==> config.mk <==
export PLATFORM = sky130hd
export DESIGN_NAME = sync_fifo
export DESIGN_NICKNAME = d
export VERILOG_FILES = /design/src/rtl/fifo_pkg.sv /design/src/rtl/fifo_ram.sv /design/src/rtl/sync_fifo.sv
export SDC_FILE = /design/constraint.sdc
export NUM_CORES = 2
export LEC_CHECK = 0
export ABC_CLOCK_PERIOD_IN_PS = 8200
export BUFFER_PORTS_ARGS = -buffer_cell sky130_fd_sc_hd__buf_2
export CORE_ASPECT_RATIO = 0.8
export CORE_MARGIN = 2
export CORE_UTILIZATION = 40
export CTS_BUF_LIST = sky130_fd_sc_hd__clkbuf_16
export DETAILED_ROUTE_END_ITERATION = 7
export SLEW_MARGIN = 40
export SYNTH_ARGS = -nofsm -noshare
export SYNTH_HDL_FRONTEND = slang
export SYNTH_HIERARCHICAL = 1
export SYNTH_SLANG_ARGS = --single-unit
==> constraint.sdc <==
create_clock -name clk -period 8.2 [get_ports clk]
set_input_delay 1.23 -clock clk [delete_from_list [all_inputs] [get_ports clk]]
set_output_delay 1.23 -clock clk [all_outputs]
set_load 0.05 [all_outputs]
==> src/rtl/fifo_pkg.sv <==
// Shared helpers for the sync_fifo family: pointer sizing and configuration legality.
// Latency: n/a (elaboration-time functions only).
// Backpressure: n/a.
package fifo_pkg;

    // Pointers carry one extra wrap bit above the RAM address.
    function automatic int fifo_ptr_width(input int depth);
        return $clog2(depth) + 1;
    endfunction

    // Legal configuration: power-of-two depth of at least 4, boot fill within capacity.
    function automatic bit fifo_cfg_ok(input int depth, input int boot_count);
        return (depth >= 4) && ((depth & (depth - 1)) == 0) &&
               (boot_count >= 0) && (boot_count <= depth);
    endfunction

endpackage

==> src/rtl/fifo_ram.sv <==
// Storage array for sync_fifo: one synchronous write port, one read port.
// Latency: write 1 cycle; read 0 cycles (FWFT=1, async) or 1 cycle (FWFT=0, registered).
// Backpressure: none; the caller only enables ports on accepted transfers.
// Ports: clk/rst (rst clears the registered read output only), wr_en/wr_addr/wr_data,
//        rd_en/rd_addr (rd_en loads the read register), rd_data.
module fifo_ram
    import fifo_pkg::*;
#(
    parameter int WIDTH      = 72,
    parameter int DEPTH      = 32,
    parameter int FWFT       = 0,
    parameter int ADDR_WIDTH = $clog2(DEPTH)
) (
    input  logic                  clk,
    input  logic                  rst,
    input  logic                  wr_en,
    input  logic [ADDR_WIDTH-1:0] wr_addr,
    input  logic [WIDTH-1:0]      wr_data,
    input  logic                  rd_en,
    input  logic [ADDR_WIDTH-1:0] rd_addr,
    output logic [WIDTH-1:0]      rd_data
);

    // No reset on the array: boot contents are loaded by the instantiating module.
    logic [WIDTH-1:0] mem [DEPTH];

    always_ff @(posedge clk) begin
        if (wr_en) begin
            mem[wr_addr] <= wr_data;
        end
    end

    generate
        if (FWFT != 0) begin : g_async_rd
            assign rd_data = mem[rd_addr];

            // Reset and read enable have no role on an asynchronous read port.
            logic unused_rd;
            assign unused_rd = rst ^ rd_en;
        end else begin : g_reg_rd
            // Holds its value between reads; a same-cycle write to rd_addr returns old data.
            always_ff @(posedge clk) begin
                if (rst) begin
                    rd_data <= '0;
                end else if (rd_en) begin
                    rd_data <= mem[rd_addr];
                end
            end
        end
    endgenerate

endmodule

==> src/rtl/sync_fifo.sv <==
// Single-clock FIFO with FWFT/registered read, programmable thresholds, flush, sticky errors, watermark.
// Latency: status 1 cycle after a fire; FWFT=1 data visible 1 cycle after write, FWFT=0 data 1 cycle after rd_fire.
// Backpressure: writes dropped (overflow) when full unless a read fires the same cycle; reads while empty set underflow.
// Ports: clk, rst (sync, active-high), flush, wr_en/wr_data/full/almost_full/af_thresh,
//        rd_en/rd_data/rd_valid/empty/almost_empty/ae_thresh, count, peak, overflow, underflow, err_clr.
module sync_fifo
    import fifo_pkg::*;
#(
    parameter int WIDTH      = 72,
    parameter int DEPTH      = 32,
    parameter int ADDR_WIDTH = $clog2(DEPTH),
    parameter int FWFT       = 0,
    parameter int BOOT_COUNT = 0
) (
    input  logic                  clk,
    input  logic                  rst,
    input  logic                  flush,
    input  logic                  wr_en,
    input  logic [WIDTH-1:0]      wr_data,
    output logic                  full,
    output logic                  almost_full,
    input  logic [ADDR_WIDTH:0]   af_thresh,
    input  logic                  rd_en,
    output logic [WIDTH-1:0]      rd_data,
    output logic                  rd_valid,
    output logic                  empty,
    output logic                  almost_empty,
    input  logic [ADDR_WIDTH:0]   ae_thresh,
    output logic [ADDR_WIDTH:0]   count,
    output logic [ADDR_WIDTH:0]   peak,
    output logic                  overflow,
    output logic                  underflow,
    input  logic                  err_clr
);

    localparam int PTR_W = fifo_ptr_width(DEPTH);

    if (!fifo_cfg_ok(DEPTH, BOOT_COUNT)) begin : g_bad_cfg
        $error("sync_fifo: DEPTH must be a power of 2 >= 4 and BOOT_COUNT must be 0..DEPTH");
    end

    logic [PTR_W-1:0] wr_ptr, rd_ptr;
    logic [PTR_W-1:0] wr_ptr_nxt, rd_ptr_nxt;
    logic [PTR_W-1:0] count_nxt;
    logic             wr_fire, rd_fire;
    logic             ovf_set, udf_set;

    // Status is derived purely from registered pointers.
    assign count        = wr_ptr - rd_ptr;
    assign full         = (count == PTR_W'(DEPTH));
    assign empty        = (count == '0);
    assign almost_full  = (count >= af_thresh);
    assign almost_empty = (count <= ae_thresh);

    // Flush suppresses both handshakes and any error reporting in its cycle.
    assign rd_fire = rd_en & ~flush & ~empty;
    assign wr_fire = wr_en & ~flush & (~full | rd_fire);
    assign ovf_set = wr_en & ~flush & ~wr_fire;
    assign udf_set = rd_en & ~flush & empty;

    always_comb begin
        wr_ptr_nxt = wr_ptr;
        rd_ptr_nxt = rd_ptr;
        if (flush) begin
            wr_ptr_nxt = '0;
            rd_ptr_nxt = '0;
        end else begin
            if (wr_fire) wr_ptr_nxt = wr_ptr + 1'b1;
            if (rd_fire) rd_ptr_nxt = rd_ptr + 1'b1;
        end
        count_nxt = wr_ptr_nxt - rd_ptr_nxt;
    end

    always_ff @(posedge clk) begin
        if (rst) begin
            wr_ptr    <= PTR_W'(BOOT_COUNT);
            rd_ptr    <= '0;
            overflow  <= 1'b0;
            underflow <= 1'b0;
            peak      <= PTR_W'(BOOT_COUNT);
        end else begin
            wr_ptr <= wr_ptr_nxt;
            rd_ptr <= rd_ptr_nxt;

            // A new error in the same cycle as err_clr must not be lost.
            if (ovf_set)      overflow <= 1'b1;
            else if (err_clr) overflow <= 1'b0;

            if (udf_set)      underflow <= 1'b1;
            else if (err_clr) underflow <= 1'b0;

            // err_clr restarts the watermark from present occupancy, still tracking this cycle's change.
            if (err_clr)                peak <= (count_nxt > count) ? count_nxt : count;
            else if (count_nxt > peak)  peak <= count_nxt;
        end
    end

    fifo_ram #(
        .WIDTH      (WIDTH),
        .DEPTH      (DEPTH),
        .FWFT       (FWFT),
        .ADDR_WIDTH (ADDR_WIDTH)
    ) u_ram (
        .clk     (clk),
        .rst     (rst),
        .wr_en   (wr_fire),
        .wr_addr (wr_ptr[ADDR_WIDTH-1:0]),
        .wr_data (wr_data),
        .rd_en   (rd_fire),
        .rd_addr (rd_ptr[ADDR_WIDTH-1:0]),
        .rd_data (rd_data)
    );

    generate
        if (FWFT != 0) begin : g_fwft_vld
            assign rd_valid = ~empty;
        end else begin : g_reg_vld
            always_ff @(posedge clk) begin
                if (rst) rd_valid <= 1'b0;
                else     rd_valid <= rd_fire;
            end
        end
    endgenerate

endmodule

## Yosys cells after proc, flatten, opt, wreduce, memory -nomap -nowiden

Memories as Yosys holds them, arrays and structs flattened. A register that Yosys moved wholly into a read port is not among the register bits.
Cells that the tools add are included.
W data, S select, Z words.

| word-level totals | value |
|---|---|
| register bits | 21 |
| bits in latches | 0 |
| bits in writable memories | 2,304 |
| memory bits (read-only) | 0 |
| input port bits | 90 |
| output and inout bits | 91 |
| memories | 1 |

Memory list:

| memory | words | bits a word | read ports | clocked after memory_dff | write ports | RTL line | text |
|---|---|---|---|---|---|---|---|
| u_ram.mem | 32 | 72 | 1 | 1 | 1 | fifo_ram.sv:25 | `logic [WIDTH-1:0] mem [DEPTH];` |

| operators by class | value |
|---|---|
| $add $sub $neg | 4 |
| multipliers | 0 |
| div/mod/pow operators | 0 |
| $lt $le $gt $ge | 4 |
| equal/unequal tests | 1 |
| shift-type cells | 0 |
| muxes and demuxes | 12 |
| bitwise operators | 11 |
| reduce and logical (&&, ||, !) cells | 4 |

Operators with widths:

| cell | count |
|---|---|
| $mux W6 | 7 |
| $add A6 B1 Y6 const B | 2 |
| $gt A6 B6 Y1 | 2 |
| $sub A6 B6 Y6 | 2 |
| $and A1 B1 Y1 | 6 |
| $eq A6 B6 Y1 const B | 1 |
| $ge A6 B6 Y1 | 1 |
| $le A6 B6 Y1 | 1 |
| $logic_not A6 Y1 | 1 |
| $reduce_bool A2 Y1 | 3 |
| $mux W1 | 5 |
| $not A1 Y1 | 4 |
| $or A1 B1 Y1 | 1 |

## Longest topological paths before layout

| depth | value |
|---|---|
| word-level depth | 12 |
| depth in mapped cells | 29 |
| depth with buffers taken out | 28 |

## Hierarchy

The synthesis kept the hierarchy.

By module, submodules not included:

| module | instances | cells each | area each (µm²) |
|---|---|---|---|
| fifo_ram | 1 | 4,425 | 90,899.7 |
| sync_fifo | 1 | 256 | 2,062.0 |

## Worst setup path after synthesis

OpenSTA, ideal clock, no wires.

| timing | value |
|---|---|
| path kind | register to register |
| start | register wr_ptr[0] |
| end | memory u_ram.mem[28][0] (enable) |
| library setup time | 0.503 ns |
| arrival time | 6.644 ns |
| required time | 7.697 ns |
| slack | 1.053 ns |
| cell stages (with the launch flop) | 14 |
| clock period less this slack | 7.147 ns |
| cell sequence | dfxtp_1 -> inv_1 -> ha_1 -> fa_1 -> nand2b_1 -> a21oi_1 -> xor2_1 -> or3_1 -> buf_2 -> o31a_1 -> buf_2 -> or3b_2 -> clkbuf_1 -> nor2_1 |

| on the way | value |
|---|---|
| cells in the longest elaborated chain, start to end | 8 |
| elaborated cells between the ends (all ways) | 10 |

RTL lines:

| item | RTL line | text |
|---|---|---|
| from (decl) | sync_fifo.sv:42 | `logic [PTR_W-1:0] wr_ptr, rd_ptr;` |
| from (signal assigned) | sync_fifo.sv:76 | `wr_ptr <= PTR_W'(BOOT_COUNT);` |
| from (signal assigned) | sync_fifo.sv:82 | `wr_ptr <= wr_ptr_nxt;` |
| $sub A6 B6 Y6 (*) | sync_fifo.sv:49 | `assign count = wr_ptr - rd_ptr;` |
| net count[4] | sync_fifo.sv:29 | `output logic [ADDR_WIDTH:0] count,` |
| $logic_not A6 Y1 | sync_fifo.sv:51 | `assign empty = (count == '0);` |
| $not A1 Y1 | sync_fifo.sv:56 | `assign rd_fire = rd_en & ~flush & ~empty;` |
| $and A1 B1 Y1 | sync_fifo.sv:56 |  |
| $or A1 B1 Y1 (*) | sync_fifo.sv:57 | `assign wr_fire = wr_en & ~flush & (~full \| rd_fire);` |
| $and A1 B1 Y1 (*) | sync_fifo.sv:57 |  |
| net wr_fire | sync_fifo.sv:45 | `logic wr_fire, rd_fire;` |
| $mux W1 (*) | fifo_ram.sv:28 | `if (wr_en) begin` |
| $mux W1 (not written as such) (*) | fifo_ram.sv:29 | `mem[wr_addr] <= wr_data;` |
| to (decl) | fifo_ram.sv:25 |  |

Mark *: on every way through the listed nets, which the timed path passes. The rest lies on a longest branch.

## Final worst setup path

| timing | value |
|---|---|
| start | register wr_ptr[0] |
| end | register peak[0] |

| on the way | value |
|---|---|
| cells in the longest elaborated chain, start to end | 12 |
| elaborated cells between the ends (all ways) | 20 |

RTL lines:

| item | RTL line | text |
|---|---|---|
| $sub A6 B6 Y6 (*) | sync_fifo.sv:49 |  |
| $logic_not A6 Y1 (*) | sync_fifo.sv:51 |  |
| $not A1 Y1 (*) | sync_fifo.sv:56 |  |
| $and A1 B1 Y1 (*) | sync_fifo.sv:56 |  |
| net rd_fire | sync_fifo.sv:45 |  |
| $or A1 B1 Y1 | sync_fifo.sv:57 |  |
| $and A1 B1 Y1 | sync_fifo.sv:57 |  |
| $mux W6 | sync_fifo.sv:68 | `if (wr_fire) wr_ptr_nxt = wr_ptr + 1'b1;` |
| $mux W6 | sync_fifo.sv:64 | `if (flush) begin` |
| $sub A6 B6 Y6 (*) | sync_fifo.sv:71 | `count_nxt = wr_ptr_nxt - rd_ptr_nxt;` |
| $gt A6 B6 Y1 | sync_fifo.sv:93 | `if (err_clr) peak <= (count_nxt > count) ? count_nxt : count;` |
| $mux W6 (2 in series) | sync_fifo.sv:93 |  |
| to (signal assigned) | sync_fifo.sv:80 | `peak <= PTR_W'(BOOT_COUNT);` |
| to (signal assigned) | sync_fifo.sv:93 |  |
| to (signal assigned) | sync_fifo.sv:94 | `else if (count_nxt > peak) peak <= count_nxt;` |
| to (decl) | sync_fifo.sv:30 | `output logic [ADDR_WIDTH:0] peak,` |

Mark *: on every way through the listed nets, which the timed path passes. The rest lies on a longest branch. The select of a mux whose other input is x is not followed.
A chain may end at the register's enable or synchronous reset.

==> results_dict.tcl <==
set metrics [dict create \
    grt_usage 0.206 \
    worst-setup-path-type "flop to flop" \
    final_max_slew_viol_count 0 \
    drc 0 \
    p_sw_frac 0.206 \
    cts_resized 0 \
    switchingPower_mw 5.03 \
    arrival_ns 7.03 \
    async_flop_share 0 \
    drive_above_1_share 0.218 \
    rows 158 \
    placedInstanceArea_mm2 0.0984 \
    p_clk_frac 0.418 \
    avgSynthCellArea_um2 19.9 \
    postRouteAntennaNets 0 \
    syn_area_mm2 0.0930 \
    core_area_mm2 0.231 \
    die_area_mm2 0.236 \
    yosysTopAreaCell "edfxtp_1" \
    place_congestion 0.772 \
    startpoint "wr_ptr[0]$_SDFF_PP0_" \
    final.setup.tns_ns 0 \
    yosysWarningCount 6 \
    die_w_um 543 \
    initial_utilization 0.402 \
    critical-path-top-delay-family "compound AO/OA/AOI/OAI gates" \
    io_pins 181 \
    cts_sinks 2397 \
    fin_skew_ns 0.0673 \
    crit_required_ns 9.02 \
    r2r_slack_ns 1.99 \
    hp-class "flop to flop" \
    end_kind "flop" \
    r2r_cells 28 \
    hold_buffers 0 \
    fmax_mhz 161 \
    crit_path_top_delay_cell "or3_1" \
    cts_root_buf "clkbuf_16" \
    synth.distinct_cells 64 \
    hpwl_um 131000 \
    grt_pass1_vias 47200 \
    hold_path_startpoint "overflow$_SDFFE_PP0P_" \
    hold_depth 2 \
    p_int_mw 19.3 \
    clk_pin_slew_ns 0.06 \
    cpPeakStageDelay_ns 0.49 \
    p_per_area_mw_per_mm2 231 \
    r2r_start "wr_ptr[0]$_SDFF_PP0_" \
    postCtsSetupRepairBufs 0 \
    die_h_um 435 \
    final_nets 5095 \
    setup_viol 0 \
    fin_area_mm2 0.106 \
    cp-start-kind "flop" \
    area.growth.synth_to_final_pct 13.6 \
    grt_first_pass_wirelength_um 352000 \
    overflow 0 \
    post-route-min-period_ns 6.21 \
    tightest_slew_ns 0.867 \
    finalHoldViolCount 0 \
    synth_edf_count 2304 \
    antenna_found_initial 20 \
    p_leak_nw 32.0 \
    cts_tree "yes" \
    worstReg2RegEnd "peak[0]$_SDFFE_PP0P_" \
    grt_max_degree 101 \
    routed_via_density 5.75 \
    clock_latency_ns 0.88 \
    max-vdd-ir-drop_mv 0.174 \
    vias 47700 \
    outcome "finished, final reports clean" \
    postSynthCellCount 4681 \
    pwr-share-seq 0.554 \
    ys.flop_type "edfxtp_1" \
    clk_path_buf_depth 4 \
    max-cap-violations 0 \
    io_buffers 180 \
    grt_setup_unrepaired "false" \
    routed_wl_um 247000 \
    cp_num_buf_inv 3 \
    syn-num-nets 4808 \
    first_iter_violations 4856 \
    comb_power_share 0.028 \
    wl_per_cell_um 29.8 \
    min_period_over_period 0.758 \
    numCtsBuffers 228 \
    ctsHtreeMaxLevel 4 \
    synth_seq_cells 2397 \
    synthTopCellsByArea "edfxtp_1 (74%), mux4_2 (8.9%), mux2i_1 (5.2%)" \
    synth_top_area_share 0.744 \
    synth_seq_area_share 0.764 \
    worstPathMaxFanout 12 \
    hold_end "overflow$_SDFFE_PP0P_" \
    slew_headroom 0.421 \
    drtPass1Iterations 5 \
]
==> power groups by stage <==
stage / clock network, mW / logic, mW / registers (mW)
finish: 10.2 / 0.692 / 13.5
global route: 10.8 / 0.750 / 13.5
CTS: 10.4 / 0.699 / 13.5
detailed placement: 0 / 0.697 / 13.8
global placement: 0 / 0.672 / 13.7
floorplan: 0 / 0.280 / 13.8
==> worst max-delay path by stage <==
| stage | end | slack (ns) | depth (start not counted) |
|---|---|---|---|
| CTS | peak[0]$_SDFFE_PP0P_ | 1.93 | 27 |
| floorplan | u_ram/mem[28][0]$_DFFE_PP_ | 1.05 | 13 |
| global placement | peak[0]$_SDFFE_PP0P_ | 1.78 | 27 |
| finish | peak[0]$_SDFFE_PP0P_ | 1.99 | 28 |
| detailed placement | peak[3]$_SDFFE_PP0P_ | 1.97 | 26 |
| global route | peak[0]$_SDFFE_PP0P_ | 1.56 | 27 |
==> worst min-delay path: cells and delay by family (launching register included) <==
kind            cells  cell delay [ns]
flops               1             0.31
compound gates      1             0.06
simple gates        1             0.06
==> sequential cells by signal (all words and copies together) (netlist names) <==
register	count
wr_ptr	6
u_ram/mem	2304
underflow	1
rd_ptr	6
overflow	1
peak	6
rd_valid	1
u_ram/rd_data	72
==> layout make-up <==
| class | count | area (µm²) |
|---|---|---|
| Tap cell | 3120 | 3900 |
| Clock buffer | 229 | 5730 |
| Inverter | 36 | 143 |
| Timing Repair Buffer | 327 | 2670 |
| Clock inverter | 189 | 1410 |
| Antenna cell | 5 | 12.5 |
| Multi-Input combinational cell | 1978 | 20700 |
| Sequential cell | 2397 | 71100 |
| Fill cell | 19400 | 126000 |
==> per-layer routing <==
layer  up-vias  global-route usage  share of wire
li1      19800                   -              -
met5         -                   0        0.00030
met1     25700               0.297           0.43
met3       326              0.0333          0.069
met4        12              0.0425          0.020
met2      1733               0.330           0.48
==> Yosys cell counts (5+ instances only) <==
| master | count |
|---|---|
| nor2b_1 | 67 |
| nand3_1 | 9 |
| nand2_1 | 15 |
| clkbuf_1 | 98 |
| nor3_1 | 44 |
| o32ai_1 | 15 |
| xor2_1 | 6 |
| o21a_1 | 5 |
| o21ai_0 | 133 |
| nand2b_1 | 44 |
| a211oi_1 | 36 |
| mux2i_1 | 482 |
| inv_1 | 35 |
| o221ai_1 | 29 |
| o22ai_1 | 211 |
| xnor2_1 | 9 |
| nor2_1 | 139 |
| buf_4 | 40 |
| a21oi_1 | 125 |
| o31ai_1 | 25 |
| buf_2 | 95 |
| mux2_2 | 72 |
| a22oi_1 | 25 |
| buf_6 | 12 |
| or3_1 | 22 |
| dfxtp_1 | 93 |
| ha_1 | 35 |
| mux4_2 | 366 |
| edfxtp_1 | 2304 |
| a21o_1 | 5 |
| buf_1 | 22 |
| nand3b_1 | 6 |
==> stage by stage <==
stage / total power, mW / hold WS [ns] / util / setup slack [ns] / std cells
floorplan: 14.1 / 0.553 / - / 1.05 / 4681
global placement: 14.4 / 0.454 / 0.423 / 1.78 / 7834
detailed placement: 14.4 / 0.472 / 0.425 / 1.97 / 7854
CTS: 24.5 / 0.480 / 0.456 / 1.93 / 8272
global route: 25.1 / 0.509 / 0.456 / 1.56 / 8276
finish: 24.4 / 0.478 / 0.456 / 1.99 / 8281
==> placed cells by master, fill, tap and decap left out, drive strengths merged, types with 15 or more instances in the layout <==
master,Yosys,layout
nand2,15,15
mux4,366,366
buf,171,327
ha,35,35
clkinv,0,93
nor2,139,139
o31ai,25,25
mux2,72,72
a211oi,38,38
o21ai,135,135
a21oi,125,125
edfxtp,2304,2304
nand2b,44,44
a22oi,25,25
mux2i,483,483
inv,36,107
o221ai,29,29
nor2b,67,67
o22ai,211,211
o32ai,15,15
clkbuf,99,229
or3,22,22
nor3,44,44
bufinv,0,20
dfxtp,93,93
==> cell families after synthesis <==
logic type | synth area share
flops | 0.764
simple gates | 0.0205
mux | 0.149
buf+inv | 0.0166
xor+xnor | 0.00176
fa+ha+maj | 0.00525
compound gates | 0.0422
Note: power is estimated with default switching activity, not from simulation.
